--- src/rtl/dds_pkg.sv ---
// Shared definitions for the DDS-side signal chain: default widths, the
// demodulator state encoding and a width-agnostic saturating adder.
package dds_pkg;

   localparam int DEF_DATA_W = 16;
   localparam int DEF_ACC_W  = 48;
   localparam int DEF_CNT_W  = 20;

   // Working width of sat_add; any accumulator narrower than this can use it.
   localparam int SAT_W = 64;

   typedef enum logic {
      ST_IDLE,
      ST_RUN
   } demod_state_t;

   typedef struct packed {
      logic signed [SAT_W-1:0] sum;
      logic                    clip;
   } sat_res_t;

   // Adds two sign-extended operands and clamps the result to the signed
   // range of an acc_w-bit accumulator, flagging whether clamping happened.
   function automatic sat_res_t sat_add(input logic signed [SAT_W-1:0] acc,
                                        input logic signed [SAT_W-1:0] addend,
                                        input int                      acc_w);
      logic signed [SAT_W:0] s;
      logic signed [SAT_W:0] one;
      logic signed [SAT_W:0] hi;
      logic signed [SAT_W:0] lo;
      sat_res_t              r;
      one    = '0;
      one[0] = 1'b1;
      s      = (SAT_W+1)'(acc) + (SAT_W+1)'(addend);
      hi     = (one <<< (acc_w - 1)) - one;
      lo     = -hi - one;
      r.sum  = s[SAT_W-1:0];
      r.clip = 1'b0;
      if (s > hi) begin
         r.sum  = hi[SAT_W-1:0];
         r.clip = 1'b1;
      end else if (s < lo) begin
         r.sum  = lo[SAT_W-1:0];
         r.clip = 1'b1;
      end
      return r;
   endfunction

endpackage

--- src/rtl/iq_lockin_demod_mac_sat.sv ---
// One demodulator arm: registered signed product followed by a saturating
// accumulator that dumps its total and sticky clip flag on the last sample.
module mac_sat
   import dds_pkg::*;
#(
   parameter int DATA_W = DEF_DATA_W,
   parameter int ACC_W  = DEF_ACC_W
) (
   input  logic                     clk,
   input  logic                     rst_n,
   input  logic                     clear,
   input  logic                     accept,
   input  logic                     last_in,
   input  logic signed [DATA_W-1:0] a,
   input  logic signed [DATA_W-1:0] b,
   output logic                     dump_valid,
   output logic signed [ACC_W-1:0]  sum,
   output logic                     sat
);

   logic signed [2*DATA_W-1:0] prod_q;
   logic                       v1_q;
   logic                       last1_q;
   logic signed [ACC_W-1:0]    acc_q;
   logic signed [ACC_W-1:0]    acc_next;
   logic                       sticky_q;
   logic                       clip;
   sat_res_t                   res;

   always_comb begin
      res      = sat_add(SAT_W'(acc_q), SAT_W'(prod_q), ACC_W);
      acc_next = res.sum[ACC_W-1:0];
      clip     = res.clip;
   end

   // clear wins over a pending last product so an aborted window never dumps.
   always_ff @(posedge clk) begin
      if (!rst_n) begin
         prod_q     <= '0;
         v1_q       <= 1'b0;
         last1_q    <= 1'b0;
         acc_q      <= '0;
         sticky_q   <= 1'b0;
         dump_valid <= 1'b0;
         sum        <= '0;
         sat        <= 1'b0;
      end else if (clear) begin
         v1_q       <= 1'b0;
         last1_q    <= 1'b0;
         acc_q      <= '0;
         sticky_q   <= 1'b0;
         dump_valid <= 1'b0;
      end else begin
         v1_q       <= accept;
         dump_valid <= v1_q && last1_q;
         if (accept) begin
            prod_q  <= (2*DATA_W)'(a) * (2*DATA_W)'(b);
            last1_q <= last_in;
         end
         if (v1_q) begin
            if (last1_q) begin
               sum      <= acc_next;
               sat      <= sticky_q | clip;
               acc_q    <= '0;
               sticky_q <= 1'b0;
            end else begin
               acc_q    <= acc_next;
               sticky_q <= sticky_q | clip;
            end
         end
      end
   end

endmodule

--- src/rtl/iq_lockin_demod.sv ---
// Lock-in IQ demodulator: mixes the ADC stream with a DDS cos/sin pair and
// emits one integrated I/Q pair per programmable window.
module iq_lockin_demod
   import dds_pkg::*;
#(
   parameter int DATA_W = DEF_DATA_W,
   parameter int ACC_W  = DEF_ACC_W,
   parameter int CNT_W  = DEF_CNT_W
) (
   input  logic                     sys_clk,
   input  logic                     sys_rst_n,
   input  logic                     en,
   input  logic [CNT_W-1:0]         dump_len,
   input  logic                     in_valid,
   input  logic signed [DATA_W-1:0] adc_data,
   input  logic signed [DATA_W-1:0] cos_ref,
   input  logic signed [DATA_W-1:0] sin_ref,
   output logic                     out_valid,
   output logic signed [ACC_W-1:0]  i_sum,
   output logic signed [ACC_W-1:0]  q_sum,
   output logic                     sat,
   output logic                     busy
);

   demod_state_t     state_q;
   demod_state_t     state_d;
   logic [CNT_W-1:0] cnt_q;
   logic [CNT_W-1:0] len_q;
   logic [CNT_W-1:0] dump_len_eff;
   logic             abort;
   logic             accept;
   logic             last;
   logic             i_dump;
   logic             q_dump;
   logic             i_sat;
   logic             q_sat;

   always_comb dump_len_eff = (dump_len == '0) ? CNT_W'(1) : dump_len;

   assign last = (cnt_q == len_q - CNT_W'(1));

   always_ff @(posedge sys_clk) begin
      if (!sys_rst_n) state_q <= ST_IDLE;
      else            state_q <= state_d;
   end

   // Dropping en in RUN aborts the window; samples are only taken while en holds.
   always_comb begin
      state_d = state_q;
      busy    = 1'b0;
      abort   = 1'b0;
      accept  = 1'b0;
      case (state_q)
         ST_IDLE: begin
            if (en) state_d = ST_RUN;
         end
         ST_RUN: begin
            busy = 1'b1;
            if (!en) begin
               state_d = ST_IDLE;
               abort   = 1'b1;
            end else begin
               accept = in_valid;
            end
         end
         default: state_d = ST_IDLE;
      endcase
   end

   // Window length is resampled at every boundary so windows run back to back.
   always_ff @(posedge sys_clk) begin
      if (!sys_rst_n) begin
         cnt_q <= '0;
         len_q <= '0;
      end else if (abort) begin
         cnt_q <= '0;
      end else if (state_q == ST_IDLE && en) begin
         cnt_q <= '0;
         len_q <= dump_len_eff;
      end else if (accept) begin
         if (last) begin
            cnt_q <= '0;
            len_q <= dump_len_eff;
         end else begin
            cnt_q <= cnt_q + CNT_W'(1);
         end
      end
   end

   mac_sat #(
      .DATA_W (DATA_W),
      .ACC_W  (ACC_W)
   ) u_mac_i (
      .clk        (sys_clk),
      .rst_n      (sys_rst_n),
      .clear      (abort),
      .accept     (accept),
      .last_in    (last),
      .a          (adc_data),
      .b          (cos_ref),
      .dump_valid (i_dump),
      .sum        (i_sum),
      .sat        (i_sat)
   );

   mac_sat #(
      .DATA_W (DATA_W),
      .ACC_W  (ACC_W)
   ) u_mac_q (
      .clk        (sys_clk),
      .rst_n      (sys_rst_n),
      .clear      (abort),
      .accept     (accept),
      .last_in    (last),
      .a          (adc_data),
      .b          (sin_ref),
      .dump_valid (q_dump),
      .sum        (q_sum),
      .sat        (q_sat)
   );

   assign out_valid = i_dump & q_dump;
   assign sat       = i_sat | q_sat;

endmodule

--- config.mk ---
export PLATFORM = sky130hd
export DESIGN_NAME = iq_lockin_demod
export DESIGN_NICKNAME = d
export VERILOG_FILES = /design/src/rtl/dds_pkg.sv /design/src/rtl/iq_lockin_demod_mac_sat.sv /design/src/rtl/iq_lockin_demod.sv
export SDC_FILE = /design/constraint.sdc
export NUM_CORES = 2
export LEC_CHECK = 0
export BUFFER_PORTS_ARGS = -buffer_cell sky130_fd_sc_hd__buf_2
export CORE_ASPECT_RATIO = 0.75
export CORE_MARGIN = 3
export CORE_UTILIZATION = 44
export CTS_CLUSTER_SIZE = 40
export DETAILED_ROUTE_END_ITERATION = 8
export SLEW_MARGIN = 20
export SYNTH_ARGS = -nofsm -noshare
export SYNTH_HDL_FRONTEND = slang
export SYNTH_SLANG_ARGS = --single-unit
--- constraint.sdc ---
create_clock -name sys_clk -period 8.1 [get_ports sys_clk]
set_clock_uncertainty 0.05 [all_clocks]
set_input_delay 0.405 -clock sys_clk [delete_from_list [all_inputs] [get_ports sys_clk]]
set_output_delay 0.405 -clock sys_clk [all_outputs]
set_load 0.01 [all_outputs]
* Word level (Yosys, flattened, before mapping) *
Index checks and enable logic that the tools add are counted.

word-level totals
  word-level logic and storage cells = 62
  input port bits = 72
  register bits after elaboration = 304
  output and inout port bits = 99

operators by class
  multipliers = 2
  reductions and logical operators = 10
  equality and inequality tests = 1
  mux-type cells = 19
  bitwise gates (word level) = 6
  magnitude comparators = 4
  $add $sub $neg = 4

operator list
  operator                 count
  $mux W49                 4
  $mux W20                 5
  $add A48 B32 Y49         2
  $gt A49 B48 Y1 const B   2
  $lt A49 B48 Y1 const B   2
  $mux W48                 2
  $mul A16 B16 Y32         2
  $add A20 B1 Y20 const B  1
  $eq A20 B20 Y1           1
  $logic_not A20 Y1        1
  $sub A20 B1 Y20 const B  1
  $mux W1                  8
  $reduce_and A3 Y1        2
  $reduce_bool A2 Y1       2
  $not A1 Y1               3
  $or A1 B1 Y1             3
  $reduce_or A3 Y1         1
  $logic_and A1 B1 Y1      2
  $reduce_and A2 Y1        1
  $reduce_or A2 Y1         1

* Depth between registers and ports, before layout *
  depth after elaboration = 6
  gate-level depth with buffers = 25
  mapped depth without buffers = 24

* By module *
From an unflattened synthesis, not the netlist that was laid out.

second synthesis, totals
  cells, all modules = 4,457
  area total of the unflattened synthesis = 37,832.5 sq um

modules (own cells, without submodules)
  module             area each (sq um)  instances  sequential area each (sq um)  cells an instance
  mac_sat (u_mac_i)  17,679.5           1          2,662.6                       2,071
  mac_sat (u_mac_q)  17,438.0           1          2,662.6                       2,052
  iq_lockin_demod    2,715.1            1          820.8                         334

* Worst setup path before layout *
Ideal clock, no wire load.

  path kind = input port to flip-flop
  start = in adc_data[15]
  end = reg u_mac_q.prod_q[31]
  library setup time = 0.133 ns
  path buffers = 1
  cell stages on the path = 22
  arrival = 6.283 ns
  setup slack = 1.634 ns
  data required time = 7.917 ns
  path through = clkbuf_1 nand2_1 inv_1 fa_1 fa_1 fa_1 fa_1 fa_1 inv_1 fa_1 inv_1 ha_1 a21o_1 a21o_1 a21o_1 nand2_1 nand2_1 a2111oi_0 o21ai_0 a21oi_1 xnor2_1 a21oi_1

between the ends
  cells in the longest elaborated chain, start to end = 1

RTL lines
  what                    line                           source
  start: declaration      iq_lockin_demod.sv:15          input logic signed [DATA_W-1:0] adc_data,
  $mul A16 B16 Y32        iq_lockin_demod_mac_sat.sv:57  prod_q <= (2*DATA_W)'(a) * (2*DATA_W)'(b);
  end signal: assignment  iq_lockin_demod_mac_sat.sv:57
  end: declaration        iq_lockin_demod_mac_sat.sv:21  logic signed [2*DATA_W-1:0] prod_q;

Every way passes these cells.
A chain may end at the register's enable or synchronous reset.

* Worst setup path in the final report *
Ends and elaborated chain as after synthesis.

==> flow_summary.yaml <==
run_status:
  status: "completed"
timing:
  fmax_mhz: 147
  rsz0062_at_grt: "false"
  min_period_ps: 6790
  tns_ps: 0
  setup_viol: 0
  worstMarginPinSlew_ps: 944
  holdWs_ps: 59.9
  hold_viol_final: 0
  post-route-period-util_pct: 83.8
  drv_slew: 0
  maxSlewHeadroom_pct: 37.1
final_layout:
  fin_nets: 5194
  nFillCells: 8208
  drive_gt1_share_pct: 6.75
  utilization_pct: 47.7
  area_growth_pct: 7.11
worst_setup_path:
  path_buf_inv: 4
  worst-endpoint-arrival_ps: 7180
  path_class: "input pin to register"
  crit_chain: "buf_2 -> nand2_1 -> inv_1 -> fa_1 -> fa_1 -> fa_1 -> fa_1 -> fa_1 -> inv_1 -> fa_1 -> inv_1 -> ha_1 -> a21o_1 -> a21o_1 -> a21o_1 -> nand2_1 -> nand2_1 -> a2111oi_0 -> o21ai_0 -> a21oi_1 -> xnor2_1 -> a21oi_1"
  critPathSlowestCell: "fa_1"
  slowest_delay_ps: 930
  cp_common_cell: "fa_1"
  crit_family: "adder cells"
  crit_fanout: 32
  cp-start-kind: "input pin"
  end_kind: "register"
  crit_required_ps: 8490
die:
  fp-row-count: 91
  initial_utilization_pct: 44.6
  coreArea_um2: 82400
  die_h_um: 256
  ios: 171
  die_w_um: 340
  die_area_um2: 87000
worst_hold_path:
  hp-class: "input pin to register"
route:
  drt_wl_total_mm: 98.9
  first_pass_iters: 7
  top_layer_used: "met5"
  wl_met3_mm: 5.38
  met2_wirelength_mm: 45.0
  vias: 28986
  wire_per_inst_um: 18.1
  drtAntennaViolNets: 0
  via_per_inst: 5.30
  wl_met1_mm: 46.6
  drc: 0
  drtIter0Drc: 1917
logic_synthesis:
  async_flop_share_pct: 0
  ys_ff_latch: 304
  syn_area_um2: 36700
  syn_area_per_cell_um2: 8.51
  synthCells: 4319
  synth_edf_count: 0
  synth-seq-area-share_pct: 16.6
  synth-main-ff-cell: "dfxtp_1"
  yosys_warnings: 0
  synth_fp_nets: 5179
  synth.distinct_cells: 86
clock_network:
  numCtsBuffers: 29
  clk_pin_slew_worst_paths_ps: 70
  cts_sinks: 304
  cts_buffer_depth: 3
  htree_num_levels: 1
  cts_hold_buf: 0
  cts_resized: 0
  cts_setup_buffers: 0
  clk_latency_ps: 590
  root_buffer: "clkbuf_16"
  cts_tree: "done"
grt:
  grt_pass1_vias: 29382
  grtUsageTotal_pct: 22.8
  grt_overflow_total: 0
  grt_max_degree: 101
  antenna_found_initial: 3
  grt_pass1_wl_mm: 161
flow_run:
  drv_cap: 0
place:
  port_buffers: 170
  routabilityCongestion: 0.899
  post-dp-hpwl_mm: 77.1
pwr:
  max-vdd-ir-drop_v: 0.000666
  leakagePower_nw: 18.7
  power_density_nw_per_um2: 445
## per-layer routing
| metal | GRT usage, % | up-vias |
|---|---|---|
| li1 | - | 13985 |
| met5 | 0 | - |
| met4 | 4.17 | 2 |
| met3 | 3.83 | 115 |
| met2 | 36.6 | 634 |
| met1 | 32.7 | 14250 |
## stage by stage
step	power, mW	worst slack (ps)	std cells	instance area [um^2]
floorplan	12.6	1630	4319	36700
global placement	16.2	690	5418	38300
detailed placement	16.3	711	5419	38400
CTS	17.8	1330	5472	39300
global route	19.7	886	5473	39300
finish	17.5	1310	5474	39300
## synthesized netlist by cell type, types with 20 or more instances
cell type | number | share of area [%]
nand2_1 | 537 | 5.5
nor2b_1 | 39 | 0.66
nand3_1 | 59 | 0.80
o21a_1 | 27 | 0.55
a211oi_1 | 20 | 0.41
a31oi_1 | 29 | 0.49
xor2_1 | 69 | 1.6
nand2b_1 | 26 | 0.44
a21boi_0 | 20 | 0.41
a21oi_1 | 293 | 4.0
inv_1 | 622 | 6.4
clkbuf_1 | 182 | 1.9
ha_1 | 262 | 8.9
o21bai_1 | 22 | 0.45
dfxtp_1 | 304 | 17
a21o_1 | 66 | 1.3
o211ai_1 | 44 | 0.90
and2_1 | 296 | 5.0
mux2i_1 | 20 | 0.54
xnor2_1 | 125 | 3.0
nand4_1 | 34 | 0.58
nor3_1 | 36 | 0.49
fa_1 | 526 | 29
o21ai_0 | 283 | 3.9
and3_1 | 27 | 0.46
nor2_1 | 152 | 1.6
## registers in the layout, summed over array words and instances (netlist names)
signal              count
u_mac_i.acc_q          48
u_mac_i.sum            48
u_mac_q.acc_q          48
u_mac_q.sum            48
u_mac_i.prod_q         32
u_mac_q.prod_q         32
cnt_q                  20
len_q                  20
state_q                 1
u_mac_i.sat             1
u_mac_i.sticky_q        1
u_mac_q.dump_valid      1
u_mac_q.last1_q         1
u_mac_q.sat             1
u_mac_q.sticky_q        1
u_mac_q.v1_q            1
## power breakdown
part	total [mW]	switching [mW]	leakage [nW]	internal [mW]
combinational	14.4	8.35	15.7	6.02
clock	1.43	0.637	0.495	0.793
sequential	1.72	0.119	2.45	1.60
## final cells by class
type	instances	area [um^2]	share of cell area [%]
Sequential cell	304	6090	15.5
Multi-Input combinational cell	3179	27500	69.8
Clock buffer	38	830	2.11
Tap cell	1116	1400	3.55
Timing Repair Buffer	198	1080	2.73
Antenna cell	2	5.00	0.0127
Inverter	622	2330	5.93
Clock inverter	15	159	0.404
## worst paths after layout
path | depth (start not counted) | slack (ps) | startpoint | endpoint
max | 22 | 1310 | adc_data[15] | u_mac_q.prod_q[31]
min | 3 | 60 | dump_len[17] | len_q[17]
max reg2reg | 12 | 3510 | u_mac_q.prod_q[31] | u_mac_q.sum[45]
min reg2reg | 2 | 410 | u_mac_i.acc_q[0] | u_mac_i.acc_q[0]
## worst min-delay path: stages
cell and delay (ps):
buf_2 90, mux2i_1 60, nor2b_1 90
## layout by cell type (no fill, tap or decap), types with 22 or more instances in the layout
cell / synthesis / routed
buf_2: 18 / 169
nand2b_1: 26 / 26
nor3_1: 36 / 36
and3_1: 27 / 26
o21ai_0: 283 / 283
a31oi_1: 29 / 29
clkbuf_16: 0 / 29
buf_4: 4 / 28
o21bai_1: 22 / 22
inv_1: 622 / 622
a21oi_1: 293 / 293
nand4_1: 34 / 34
nand2_1: 537 / 537
and2_1: 296 / 296
fa_1: 526 / 526
xor2_1: 69 / 69
o211ai_1: 44 / 44
nor2b_1: 39 / 39
ha_1: 262 / 262
dfxtp_1: 304 / 304
xnor2_1: 125 / 125
a21o_1: 66 / 66
nand3_1: 59 / 57
nor2_1: 152 / 150
o21a_1: 27 / 27
## cell families after synthesis
family                   Yosys count  share of synthesized area [%]
XOR/XNOR                         194                           4.63
AND/OR/NAND/NOR                 1268                           16.8
AO/OA/AOI/OAI                    906                           14.9
multiplexers                      23                          0.637
adder cells (fa/ha/maj)          788                           37.6
buffers and inverters            836                           8.81
flip-flops                       304                           16.6
Power figures use the tool's default switching activity.
